--- src/rtl/div_unit_if.sv ---
// Request/response bundle between the EXE stage (master) and the divider (slave).
// The divider returns {remainder, quotient} for the HI/LO write.
interface div_unit_if #(
  parameter int DATA_W = 32
);
  logic [1:0]          div_op;
  logic [DATA_W-1:0]   dividend;
  logic [DATA_W-1:0]   divisor;
  logic                div_in_valid;
  logic                div_out_ready;
  logic [2*DATA_W-1:0] div_result;
  logic                div_out_valid;
  logic                div_busy;

  modport master (
    output div_op,
    output dividend,
    output divisor,
    output div_in_valid,
    output div_out_ready,
    input  div_result,
    input  div_out_valid,
    input  div_busy
  );

  modport slave (
    input  div_op,
    input  dividend,
    input  divisor,
    input  div_in_valid,
    input  div_out_ready,
    output div_result,
    output div_out_valid,
    output div_busy
  );
endinterface

--- src/rtl/div_unit.sv ---
// Iterative radix-2 restoring divider for DIV/DIVU: one quotient bit per cycle,
// one operation in flight, result held in DONE until the consumer takes it.
module div_unit #(
  parameter int DATA_W = 32
) (
  input  logic        clk,
  input  logic        reset,
  div_unit_if.slave   div_if
);

  localparam int CNT_W = (DATA_W > 1) ? $clog2(DATA_W) : 1;
  localparam logic [CNT_W-1:0] LAST_CNT = CNT_W'(DATA_W - 1);

  typedef enum logic [1:0] {
    ST_IDLE,
    ST_BUSY,
    ST_DONE
  } state_t;

  state_t              state_q;
  logic [CNT_W-1:0]    count_q;
  logic [DATA_W-1:0]   rem_q;
  logic [DATA_W-1:0]   quo_q;
  logic [DATA_W-1:0]   dvsr_q;
  logic [DATA_W-1:0]   dvnd_raw_q;
  logic                neg_quo_q;
  logic                neg_rem_q;
  logic                zero_q;
  logic [2*DATA_W-1:0] result_q;
  logic                valid_q;
  logic                busy_q;

  // Operand conditioning at accept time; bit 0 of div_op selects signed mode.
  logic                is_signed;
  logic                dvnd_neg;
  logic                dvsr_neg;
  logic [DATA_W-1:0]   dvnd_abs;
  logic [DATA_W-1:0]   dvsr_abs;
  logic                start;

  assign is_signed = div_if.div_op[0];
  assign dvnd_neg  = is_signed & div_if.dividend[DATA_W-1];
  assign dvsr_neg  = is_signed & div_if.divisor[DATA_W-1];
  assign dvnd_abs  = dvnd_neg ? (~div_if.dividend + 1'b1) : div_if.dividend;
  assign dvsr_abs  = dvsr_neg ? (~div_if.divisor + 1'b1) : div_if.divisor;
  assign start     = div_if.div_in_valid & (|div_if.div_op);

  // One restoring step: the partial remainder gains one dividend bit from the
  // top of quo_q; the extra MSB keeps the compare exact before subtracting.
  logic [DATA_W:0]     rem_shift;
  logic                take;
  logic [DATA_W-1:0]   rem_step;
  logic [DATA_W-1:0]   quo_step;
  logic [DATA_W-1:0]   quo_fix;
  logic [DATA_W-1:0]   rem_fix;
  logic [2*DATA_W-1:0] final_result;

  assign rem_shift = {rem_q, quo_q[DATA_W-1]};
  assign take      = (rem_shift >= {1'b0, dvsr_q});
  assign rem_step  = take ? DATA_W'(rem_shift - {1'b0, dvsr_q}) : rem_shift[DATA_W-1:0];
  assign quo_step  = {quo_q[DATA_W-2:0], take};

  assign quo_fix = neg_quo_q ? (~quo_step + 1'b1) : quo_step;
  assign rem_fix = neg_rem_q ? (~rem_step + 1'b1) : rem_step;

  // Divide-by-zero still runs the full iteration count; only the answer is replaced.
  assign final_result = zero_q ? {dvnd_raw_q, {DATA_W{1'b1}}} : {rem_fix, quo_fix};

  always_ff @(posedge clk) begin
    if (reset) begin
      state_q    <= ST_IDLE;
      count_q    <= '0;
      rem_q      <= '0;
      quo_q      <= '0;
      dvsr_q     <= '0;
      dvnd_raw_q <= '0;
      neg_quo_q  <= 1'b0;
      neg_rem_q  <= 1'b0;
      zero_q     <= 1'b0;
      result_q   <= '0;
      valid_q    <= 1'b0;
      busy_q     <= 1'b0;
    end else begin
      case (state_q)
        ST_IDLE: begin
          if (start) begin
            state_q    <= ST_BUSY;
            busy_q     <= 1'b1;
            count_q    <= '0;
            rem_q      <= '0;
            quo_q      <= dvnd_abs;
            dvsr_q     <= dvsr_abs;
            dvnd_raw_q <= div_if.dividend;
            zero_q     <= (div_if.divisor == '0);
            neg_quo_q  <= dvnd_neg ^ dvsr_neg;
            neg_rem_q  <= dvnd_neg;
          end
        end
        ST_BUSY: begin
          rem_q   <= rem_step;
          quo_q   <= quo_step;
          count_q <= count_q + CNT_W'(1);
          if (count_q == LAST_CNT) begin
            state_q  <= ST_DONE;
            valid_q  <= 1'b1;
            result_q <= final_result;
          end
        end
        ST_DONE: begin
          // Hold indefinitely under back-pressure; always pass through IDLE after a handshake.
          if (div_if.div_out_ready) begin
            state_q <= ST_IDLE;
            valid_q <= 1'b0;
            busy_q  <= 1'b0;
          end
        end
        default: begin
          state_q <= ST_IDLE;
          valid_q <= 1'b0;
          busy_q  <= 1'b0;
        end
      endcase
    end
  end

  assign div_if.div_result    = result_q;
  assign div_if.div_out_valid = valid_q;
  assign div_if.div_busy      = busy_q;

endmodule

--- src/flat_wrapper.sv ---
// flat-port wrapper written by rule: the top's interface ports become plain ports
module div_unit_flat 
#(
  parameter int DATA_W = 32
)
  (clk, reset, div_if_div_op, div_if_dividend, div_if_divisor, div_if_div_in_valid, div_if_div_out_ready, div_if_div_result, div_if_div_out_valid, div_if_div_busy);
  div_unit_if #(.DATA_W(DATA_W)) div_if_i ();
  input  logic clk;
  input  logic reset;
  input wire logic [$bits(div_if_i.div_op)-1:0] div_if_div_op;
  input wire logic [$bits(div_if_i.dividend)-1:0] div_if_dividend;
  input wire logic [$bits(div_if_i.divisor)-1:0] div_if_divisor;
  input wire logic [$bits(div_if_i.div_in_valid)-1:0] div_if_div_in_valid;
  input wire logic [$bits(div_if_i.div_out_ready)-1:0] div_if_div_out_ready;
  output wire logic [$bits(div_if_i.div_result)-1:0] div_if_div_result;
  output wire logic [$bits(div_if_i.div_out_valid)-1:0] div_if_div_out_valid;
  output wire logic [$bits(div_if_i.div_busy)-1:0] div_if_div_busy;
  assign div_if_i.div_op = div_if_div_op;
  assign div_if_i.dividend = div_if_dividend;
  assign div_if_i.divisor = div_if_divisor;
  assign div_if_i.div_in_valid = div_if_div_in_valid;
  assign div_if_i.div_out_ready = div_if_div_out_ready;
  assign div_if_div_result = div_if_i.div_result;
  assign div_if_div_out_valid = div_if_i.div_out_valid;
  assign div_if_div_busy = div_if_i.div_busy;
  div_unit #(.DATA_W(DATA_W)) u_core (.clk(clk), .reset(reset), .div_if(div_if_i));
endmodule
--- config.mk ---
export PLATFORM = sky130hd
export DESIGN_NAME = div_unit_flat
export DESIGN_NICKNAME = d
export VERILOG_FILES = /design/src/rtl/div_unit_if.sv /design/src/rtl/div_unit.sv /design/src/flat_wrapper.sv
export SDC_FILE = /design/constraint.sdc
export NUM_CORES = 1
export LEC_CHECK = 0
export BUFFER_PORTS_ARGS = -buffer_cell sky130_fd_sc_hd__buf_2
export CELL_PAD_IN_SITES_DETAIL_PLACEMENT = 0
export CELL_PAD_IN_SITES_GLOBAL_PLACEMENT = 1
export CORE_AREA = 2 2 176 178
export DETAILED_ROUTE_END_ITERATION = 10
export DIE_AREA = 0 0 178 180
export PLACE_DENSITY = 0.79
export SLEW_MARGIN = 10
export SYNTH_ARGS = -nofsm -noshare
export SYNTH_HDL_FRONTEND = slang
export SYNTH_SLANG_ARGS = --single-unit
--- constraint.sdc ---
create_clock -name clk -period 6.2 [get_ports clk]
set_input_delay 0.31 -clock clk [delete_from_list [all_inputs] [get_ports clk]]
set_output_delay 0.31 -clock clk [all_outputs]
set_load 0.02 [all_outputs]
==> run summary, run 1 <==
arrival time at the worst endpoint -> 5.66 ns
Via density -> 5.975
Num CTS Buffers -> 25
syn avg cell area -> 7.468 um2
RSZ-0062 raised after global routing -> no
number of synthesized flops with an enable pin -> 0
Placed Area -> 0.01393 mm2
Sw Ratio -> 51.70%
Fmax achieved -> 192.2 MHz
clk sinks -> 204
HP Class -> primary input to register
Remaining Overflow, GRT -> 0
# rows -> 64
Clk Latency, worst-skew pair -> 0.54 ns
CTS tree -> done
final setup vio count -> 0
final worst path period need -> 5.204 ns
Final Cell Area -> 0.01476 mm2
status -> finished clean
n_diodes -> 0
DRT Pass-1 Iters -> 5
Nets -> 1,922
DR WL/cell -> 19.96 um
Post-CTS Setup Bufs -> 0
vias post-DR -> 13,300
total of max-cap violations -> 0
mapped cell area -> 0.01310 mm2
Net Sw Power -> 4.843 mW
drt total wl -> 44,420 um
Register Area -> 0.004084 mm2
Yosys reg bits -> 204
static leakage -> 5.793 nW
prevailing post-synth register cell -> dfxtp_1
Fin. Hold Viols -> 0
Root Buffer -> clkbuf_16
kind of critical path -> register to register
layout cell share with drive strength beyond 1 -> 12.62%
Synth area leader -> dfxtp_1
cts hold-fix bufs -> 0
PD cells -> 634.7 mW/mm2
drc violations -> 0
Pint -> 4.525 mW
final antenna-violating net count -> 0
Max clock buf depth -> 3
PortBufs -> 135
fillcell total -> 3,038
Flop pwr share -> 16.8%
worst slew pin tran -> 1.058 ns
HPWL Detailed -> 33,180 um
gpl congestion -> 0.9598
Die Ht -> 180 um
Die Wd -> 178 um
post_cts resized -> 0
Clk network pwr share -> 15.9%
area grow syn2layout -> 12.69%
period utilization -> 83.94%
Die ar. -> 0.03204 mm2
Yosys cell types -> 82
Initial Util -> 43.39%
sequential area share after synthesis -> 31.18%
Logic pwr share -> 67.3%
Slew Viols, Final -> 0
Critical Path RT -> 6.65 ns
top post-synthesis cells by area -> dfxtp_1 (31%), a21oi_1 (7.2%), nand2_1 (6.8%)
Clock transition at path regs -> 0.06 ns
DRT iter0 DRCs -> 1,208
Ports -> 136
All-Layer GR Usage -> 27.48%
first-pass GRT wire length -> 70,320 um
Multi-input gate area -> 0.008335 mm2
initial antenna violation count -> 1
VDD IR-drop max -> 0.0004137 V
Ys Warns -> 0
crit path capture type -> register
setup_tns -> 0 ns
Core Footprint -> 0.03019 mm2
Synth Net Count -> 1,863
Mapped Cells -> 1,754
crit-path max FO -> 7
vias in the first global route -> 12,220
type of origin of the critical path -> register
async set-reset flop share out of synthesis -> 0%
headroom to the max-slew limit -> 29.40%
H-tree Lvls -> 1
post-synth top area share -> 31.18%
largest net degree at the start of global routing -> 84
Worst Skew -> 0.01290 ns
-- area by class of cell --
class / count / share of cell area, %
multi-input cells: 1376 / 56.47
flip-flops and latches: 204 / 27.67
repair buffers: 153 / 5.510
clock buffers: 34 / 4.738
well taps: 396 / 3.357
inverters: 53 / 1.365
clock inverters: 10 / 0.8901
-- cells in the final DEF, fill, tap and decap left out, types with 38 or more instances in the layout --
master,n
a31oi_1,45
a211oi_1,42
xnor2_1,50
buf_2,134
dfxtp_1,204
o21ai_0,94
ha_1,38
nand2_1,237
xor2_1,76
nor2_1,178
inv_1,51
a21oi_1,188
-- sequential cells by signal, summed over array words and instances (netlist names) --
register / flops
u_core.quo_q: 32
u_core.zero_q: 1
u_core.div_if.div_result: 64
u_core.neg_rem_q: 1
u_core.dvnd_raw_q: 32
u_core.div_if.div_out_valid: 1
u_core.rem_q: 32
u_core.neg_quo_q: 1
u_core.div_if.div_busy: 1
u_core.count_q: 5
u_core.dvsr_q: 32
u_core.state_q: 2
-- per-layer routing --
layer / share of wire (%) / global-route usage [%] / up-vias / wire [um]
li1: - / - / 6446 / -
met1: 49 / 41.76 / 6347 / 21560
met2: 42 / 40.56 / 449 / 18780
met3: 7.4 / 4.357 / 59 / 3303
met4: 1.8 / 5.738 / 0 / 785
met5: 0 / 0 / - / 0
-- kinds of logic after synthesis --
family                     share of synthesized area [%]
and+or+nand+nor                                    22.41
AOI/OAI and AO/OA                                  27.23
DFF                                                31.18
buffers and inverters                              5.368
xor gates and xnor gates                           8.425
adders and majority gates                          3.783
muxes                                              1.605
-- worst max-delay path: stages (launching register included) --
cell and delay, ns:
dfxtp_1 0.43, ha_1 0.33, o211a_1 0.24, a21boi_2 0.20
o21ai_0 0.24, a31oi_2 0.21, or3_2 0.55, o21ai_0 0.34
ha_1 0.27, nand2_1 0.09, or2_2 0.31, or4_1 0.48
mux2_4 0.33, nor4_4 0.32, o211ai_1 0.20, o31ai_2 0.25
xnor2_1 0.11, a211oi_1 0.23
-- through the flow --
stage / hold WS (ns) / power, mW / worst slack, ns / utilization [%] / cells
floorplan: 0.4319 / 6.193 / 1.080 / - / 1754
global placement: 0.4429 / 7.738 / 1.244 / 46.14 / 2182
detailed placement: 0.4439 / 7.775 / 1.078 / 46.14 / 2182
CTS: 0.02882 / 9.291 / 1.051 / 48.89 / 2226
global route: 0.03882 / 10.04 / 0.5305 / 48.89 / 2226
finish: 0.04373 / 9.368 / 0.9960 / 48.89 / 2226
-- synthesized netlist by cell type, types with 4 or more instances --
master,count
or4_1,14
a21o_1,10
buf_2,20
a21boi_0,7
o22ai_1,10
or3_1,29
a31oi_1,45
mux2i_1,15
xor2_1,76
a22oi_1,30
and2_1,10
and3_1,9
ha_1,38
o31a_1,4
xnor2_1,50
a211oi_1,42
o2111ai_1,4
buf_1,11
o31ai_1,31
or2_2,8
a311oi_1,13
nor2b_1,9
nor4b_1,5
inv_1,51
o21a_1,4
nor2_1,180
o211ai_1,17
dfxtp_1,204
nand3_1,33
a21oi_1,188
nor3_1,32
clkbuf_1,87
nand2_1,237
nor4_1,16
nand4_1,15
nand3b_1,8
o41ai_1,11
o21ai_1,9
o211a_1,5
o21ai_0,94
mux2_2,4
nand2b_1,10
-- path summary, 6_finish.rpt --
| path | from | endpoint | slack (ns) | depth (start not counted) |
|---|---|---|---|---|
| worst max register to register | u_core.rem_q[1] | u_core.div_if.div_result[60] | 1.0 | 17 |
| worst min-delay path | div_if_div_out_ready | u_core.state_q[1] | 0.04 | 4 |
| worst max-delay path | u_core.rem_q[1] | u_core.div_if.div_result[60] | 1.0 | 17 |
| worst min register to register | u_core.div_if.div_result[59] | u_core.div_if.div_result[59] | 0.45 | 2 |
-- power by group through the flow --
stage / clock network [mW] / registers (mW) / logic (mW)
6_report: 1.49 / 1.58 / 6.30
5_1_grt: 1.57 / 1.60 / 6.87
4_1_cts: 1.51 / 1.57 / 6.20
3_5_place_dp: 0 / 1.60 / 6.17
3_3_place_gp: 0 / 1.60 / 6.14
2_1_floorplan: 0 / 1.55 / 4.64
Note: power is estimated with default switching activity, not from simulation.
==> run 2, diff against run 1 <==
ABC_AREA = 1   (was unset)
CORE_AREA = 2 2 184 186   (was 2 2 176 178)
DIE_AREA = 0 0 186 188   (was 0 0 178 180)
clock period = 5.28 ns   (was 6.2 ns; I/O delays follow)
==> run 2 against run 1 <==
Global-route usage increased by 1.2 points. Clock skew increased by 0.015 ns. Synthesized cell count increased by 24%. Sequential share of layout area decreased by 1.4 points. First-iteration DRC count decreased by 3.7%. Die area increased by 9.1%. Design area increased by 5.5%. Critical endpoint is now u_core.div_if.div_result[28]. Highest routed layer unchanged.
==> run summary, run 2 <==
Fin. Hold Viols -> 0 (unchanged)
Critical Path RT -> 5.78 ns (-0.87 ns)
vias in the first global route -> 13,570 (+11%)
Nets -> 2,373 (+23%)
Post-synth top cells -> nand2_1 (559), inv_1 (267), a21oi_1 (207)
Post-CTS Setup Bufs -> 0 (unchanged)
arrival time at the worst endpoint -> 4.91 ns (-0.75 ns)
Slew Viols, Final -> 0 (unchanged)
crit path capture type -> register
wire length on met1 -> 24,600 um (+14%)
drt total wl -> 50,060 um (+13%)
mapped cell area -> 0.01373 mm2 (+4.8%)
crit-path max FO -> 15 (+8)
period utilization -> 83.63% (-0.30 points)
worst slew pin tran -> 1.115 ns (+0.05780 ns)
Fmax achieved -> 226.5 MHz (+18%)
Num CTS Buffers -> 25 (unchanged)
Worst Skew -> 0.02822 ns (+0.01532 ns)
Die Wd -> 186 um (+4.5%)
fillcell total -> 3,514 (+16%)
largest net degree at the start of global routing -> 100 (+19%)
Hold EP -> u_core.dvsr_q[6]
type of origin of the critical path -> register
Register Area -> 0.004084 mm2 (unchanged)
Die ar. -> 0.03497 mm2 (+9.1%)
RSZ-0062 raised after global routing -> no
final worst path period need -> 4.416 ns (-0.7883 ns)
DRT Pass-1 Iters -> 6 (+1)
prevailing post-synth register cell -> dfxtp_1
post-synth top area share -> 29.75% (-1.4 points)
hold path startpoint -> div_if_divisor[6]
worst reg2reg path depth -> 23 (+6)
Ports -> 136 (unchanged)
top post-synthesis cells by area -> dfxtp_1 (30%), nand2_1 (15%), a21oi_1 (7.5%)
Yosys cell types -> 56 (-32%)
Die Ht -> 188 um (+4.4%)
syn avg cell area -> 6.311 um2 (-15%)
Clock transition at path regs -> 0.06 ns (about the same)
number of flip-flops in the largest register -> 64 (unchanged)
r2r setup slk -> 0.86 ns (-0.13 ns)
layout cell share with drive strength beyond 1 -> 12.54% (-0.085 points)
clk sinks -> 204 (unchanged)
# rows -> 67 (+4.7%)
Clk Latency, worst-skew pair -> 0.58 ns (+0.04 ns)
DRT iter0 DRCs -> 1,163 (-3.7%)
crit-path cells -> ha_1, nand2_1, nor2_1, nand2_1, nor2_2, nand3_1, nand2_1, nor2_4, nand2_4, inv_4, ha_1, inv_1, nor3_1, nand3_1, nor3_1, nand3_1, nor4_1, buf_4, nand4_1, o21ai_0, xor2_1, o221ai_1, inv_1
Mapped Cells -> 2,175 (+24%)
All-Layer GR Usage -> 28.70% (+1.2 points)
Setup WS pre-CTS -> 0.9620 ns (-0.1158 ns)
H-tree Lvls -> 1 (unchanged)
drc violations -> 0 (unchanged)
Synth Net Count -> 2,284 (+23%)
Synth area leader -> dfxtp_1
Met2 Wirelength -> 20,850 um (+11%)
Placed Area -> 0.01470 mm2 (+5.5%)
initial antenna violation count -> 2 (+1)
kind of critical path -> register to register
total of max-cap violations -> 0 (unchanged)
Initial Util -> 41.45% (-1.9 points)
crit path launch -> u_core.rem_q[12]
sequential area share after synthesis -> 29.75% (-1.4 points)
setup_tns -> 0 ns (unchanged)
FF-to-FF Start -> u_core.rem_q[12]
Multi-input gate area -> 0.008177 mm2 (-1.9%)
final setup vio count -> 0 (unchanged)
Ys Warns -> 0 (unchanged)
final antenna-violating net count -> 0 (unchanged)
count leader, synth -> nand2_1
async set-reset flop share out of synthesis -> 0% (unchanged)
Hold Path Stages -> 3 (-1)
most frequent cells in the layout -> nand2_1 (559), inv_1 (266), a21oi_1 (207), dfxtp_1 (204), nor2_1 (194)
r2r endpoint -> u_core.div_if.div_result[28]
Via density -> 5.350 (-10%)
HPWL Detailed -> 37,140 um (+12%)
status -> finished clean
number of synthesized flops with an enable pin -> 0 (unchanged)
met3 WL post-DR -> 3386 um (+2.5%)
PortBufs -> 135 (unchanged)
Remaining Overflow, GRT -> 0 (unchanged)
vias post-DR -> 14,620 (+9.9%)
gpl congestion -> 0.9569 (-0.30%)
first-pass GRT wire length -> 78,320 um (+11%)
Final Cell Area -> 0.01557 mm2 (+5.5%)
CP max stage cell -> dfxtp_1
Max clock buf depth -> 3 (unchanged)
HP Class -> primary input to register
commonest non-fill, non-tap cell in the layout -> nand2_1
headroom to the max-slew limit -> 25.53% (-3.9 points)
post_cts resized -> 0 (unchanged)
Core Footprint -> 0.03311 mm2 (+9.7%)
critical path's largest stage delay -> 0.46 ns (-0.09 ns)
area grow syn2layout -> 13.44%
CTS tree -> done
setup ws final -> 0.8643 ns (-0.1317 ns)
highest metal used -> met4
Worst Hold Slack -> 0.01071 ns (-0.03302 ns)
DR WL/cell -> 18.32 um (-8.2%)
Yosys reg bits -> 204 (unchanged)
Root Buffer -> clkbuf_16
## run 2: cells by family after synthesis
| family | synth area share (%) |
|---|---|
| flops | 29.75 |
| fa+ha+maj | 3.610 |
| xor+xnor | 4.722 |
| buf+inv | 10.79 |
| simple gates | 31.55 |
| compound gates | 19.58 |
## run 2: final cells by class
type	instances	area share [%]
multi-input combinational	1593	52.51
sequential	204	26.23
inverter	285	6.886
timing repair buffer	155	5.368
clock buffer	38	4.910
tap	448	3.600
clock inverter	6	0.4500
antenna	3	0.04821
## run 2: how the worst max path moves through the flow
stage / end / slack, ns
2_1_floorplan: u_core.div_if.div_result[28] / 1.55
3_3_place_gp: u_core.div_if.div_result[16] / 1.06
3_5_place_dp: u_core.div_if.div_result[28] / 0.96
4_1_cts: u_core.div_if.div_result[28] / 0.93
5_1_grt: u_core.div_if.div_result[30] / 0.36
6_report: u_core.div_if.div_result[28] / 0.86
## run 2: metrics by stage
stage | util (%) | cells
floorplan | - | 2175
global placement | 44.39 | 2682
detailed placement | 44.39 | 2682
CTS | 47.00 | 2729
global route | 47.01 | 2730
finish | 47.02 | 2732
## run 2: repair_timing
| action | CTS | global route |
|---|---|---|
| setup endpoints to repair | 0 | 0 |
| hold endpoints to repair | 3 | 0 |
| hold buffers | 3 | 0 |
## run 2: worst max-delay path: cells and delay by family (launching register included)
family	cells	cell delay [ns]
compound gates	2	0.35
simple gates	14	2.30
flops	1	0.46
fa+ha+maj	2	0.54
buf+inv	4	0.54
xor+xnor	1	0.17
## run 2: layer usage
metal,vias to the layer above,track usage [%]
li1,7289,-
met1,6775,43.58
met2,490,42.35
met3,63,3.612
met4,0,7.420
met5,-,0
Power of run 2 is not shown: default switching activity piles up to over one toggle a cycle in this logic, so the estimate is an artifact.
==> run 3, diff against run 2 <==
CORE_AREA = 2 2 194 196   (was 2 2 184 186)
DIE_AREA = 0 0 196 198   (was 0 0 186 188)
PLACE_DENSITY = 0.75   (was 0.79)
clock period = 3.6 ns   (was 5.28 ns; I/O delays follow)
==> run 3 against run 2 <==
Wire length increased by 6.1%. Die area increased by 11%. Worst hold slack got worse by 0.00095 ns. Via count increased by 5.2%.
==> run summary, run 3 (synthesized netlist as in run 2, its figures left out) <==
Critical Path RT -> 4.09 ns (-1.69 ns)
Setup WS pre-CTS -> -0.1051 ns (-1.067 ns)
Remaining Overflow, GRT -> 0 (unchanged)
Clk Latency, worst-skew pair -> 0.54 ns (-0.04 ns)
Core Footprint -> 0.03696 mm2 (+12%)
layout cell share with drive strength beyond 1 -> 25.03% (+12 points)
crit-path max FO -> 5 (-10)
Worst Skew -> 0.01236 ns (-0.01586 ns)
CP max stage cell -> dfxtp_2
Initial Util -> 37.14% (-4.3 points)
CTS tree -> done
All-Layer GR Usage -> 27.11% (-1.6 points)
Die Wd -> 196 um (+5.4%)
Num CTS Buffers -> 25 (unchanged)
Slew Viols, Final -> 0 (unchanged)
initial antenna violation count -> 1 (-1)
headroom to the max-slew limit -> 27.44% (+1.9 points)
worst slew pin tran -> 1.088 ns (-0.02698 ns)
gpl congestion -> 0.9428 (-1.5%)
critical path's largest stage delay -> 0.33 ns (-0.13 ns)
vias post-DR -> 15,380 (+5.2%)
drt total wl -> 53,130 um (+6.1%)
RSZ-0062 raised after global routing -> yes
cell family with most CP delay -> simple AND/OR/NAND/NOR gates
Die Ht -> 198 um (+5.3%)
status -> finished clean
Clock transition at path regs -> 0.06 ns (about the same)
most frequent cells in the layout -> nand2_1 (528), inv_1 (245), buf_4 (208), a21oi_1 (201), nor2_1 (193)
crit-path cells -> inv_2, ha_4, a21o_1, nand2_1, nand2_2, a21oi_2, nand2_2, nor2_4, nand2_4, inv_4, ha_4, inv_2, nor3_4, nand3_2, nor3_4, nand3_2, nor4_2, buf_4, nand4_1, o21ai_1, xor2_1, o221ai_1, inv_1
final worst path period need -> 3.390 ns (-1.026 ns)
kind of critical path -> register to register
DRT Pass-1 Iters -> 7 (+1)
CP Buf/Inv Count -> 5 (+1)
vias in the first global route -> 14,580 (+7.4%)
HPWL Detailed -> 40,340 um (+8.6%)
PortBufs -> 135 (unchanged)
Root Buffer -> clkbuf_16
Fin. Hold Viols -> 0 (unchanged)
Via density -> 5.189 (-3.0%)
# rows -> 71 (+6.0%)
H-tree Lvls -> 1 (unchanged)
commonest non-fill, non-tap cell in the layout -> nand2_1
period utilization -> 94.16% (+11 points)
number of flip-flops in the largest register -> 64 (unchanged)
Nets -> 2,579 (+8.7%)
DR WL/cell -> 17.93 um (-2.2%)
Ports -> 136 (unchanged)
clk sinks -> 204 (unchanged)
arrival time at the worst endpoint -> 3.88 ns (-1.03 ns)
Fmax achieved -> 295.0 MHz (+30%)
area grow syn2layout -> 30.43%
DRT iter0 DRCs -> 1,006 (-13%)
largest net degree at the start of global routing -> 100 (unchanged)
type of origin of the critical path -> register
final antenna-violating net count -> 0 (unchanged)
crit path capture type -> register
Die ar. -> 0.03881 mm2 (+11%)
total of max-cap violations -> 0 (unchanged)
drc violations -> 0 (unchanged)
Max clock buf depth -> 3 (unchanged)
first-pass GRT wire length -> 82,210 um (+5.0%)
fin util -> 48.45% (+1.4 points)
final setup vio count -> 0 (unchanged)
setup ws final -> 0.2103 ns (-0.6539 ns)
HP Class -> primary input to register
==> run 3: final cells by class <==
class / count / area (um2)
antenna: 1 / 2.502
clock buffer: 41 / 765.7
clock inverter: 5 / 57.56
fill: 3933 / 19050
inverter: 285 / 1075
multi-input combinational: 1593 / 8832
sequential: 204 / 4136
tap: 474 / 593.1
timing repair buffer: 361 / 2442
==> run 3: path summary, 6_finish.rpt <==
path              slack [ns]                   from  cells after the start                            to
setup / recovery        0.21      u_core.dvsr_q[30]                     23  u_core.div_if.div_result[28]
setup reg to reg        0.21      u_core.dvsr_q[30]                     23  u_core.div_if.div_result[28]
hold reg to reg         0.45  u_core.dvnd_raw_q[26]                      2         u_core.dvnd_raw_q[26]
hold / removal          0.01    div_if_dividend[31]                      3         u_core.dvnd_raw_q[31]
==> run 3: layer usage <==
metal  GRT usage, %  share of wire [%]  up-vias
li1               -                  -     7703
met1          38.57                 48     7214
met4          7.127                2.4        0
met3          2.964                5.1       63
met2          43.56                 44      401
met5              0                  0        -
==> run 3: per-stage QoR <==
step / std cells / instance area [um2] / TNS (ns) / hold slack (ns)
2_1_floorplan: 2175 / 13740 / 0 / 0.3149
3_3_place_gp: 2893 / 16170 / -0.1241 / 0.4374
3_5_place_dp: 2893 / 16170 / -0.2270 / 0.4429
4_1_cts: 2959 / 17380 / 0 / 0.001951
5_1_grt: 2964 / 17900 / -0.2144 / 0.03637
6_report: 2964 / 17900 / 0 / 0.009759
==> run 3: repair_timing <==
action,CTS,global route
setup endpoints to repair,4,24
resized for setup,27,134
pin swaps,6,23
buffers inserted,3,4
hold buffers,17,0
endpoints found under the hold margin,19,0
==> run 3: worst register-to-register path, delay by kind of cell, from the launching register on <==
family	cells	cell delay, ns
AO/OA/AOI/OAI	4	0.61
XOR/XNOR	1	0.16
adder cells (fa/ha/maj)	2	0.37
buffers and inverters	5	0.43
flip-flops	1	0.33
AND/OR/NAND/NOR	11	1.46
Power of run 3 is left out for the same reason.
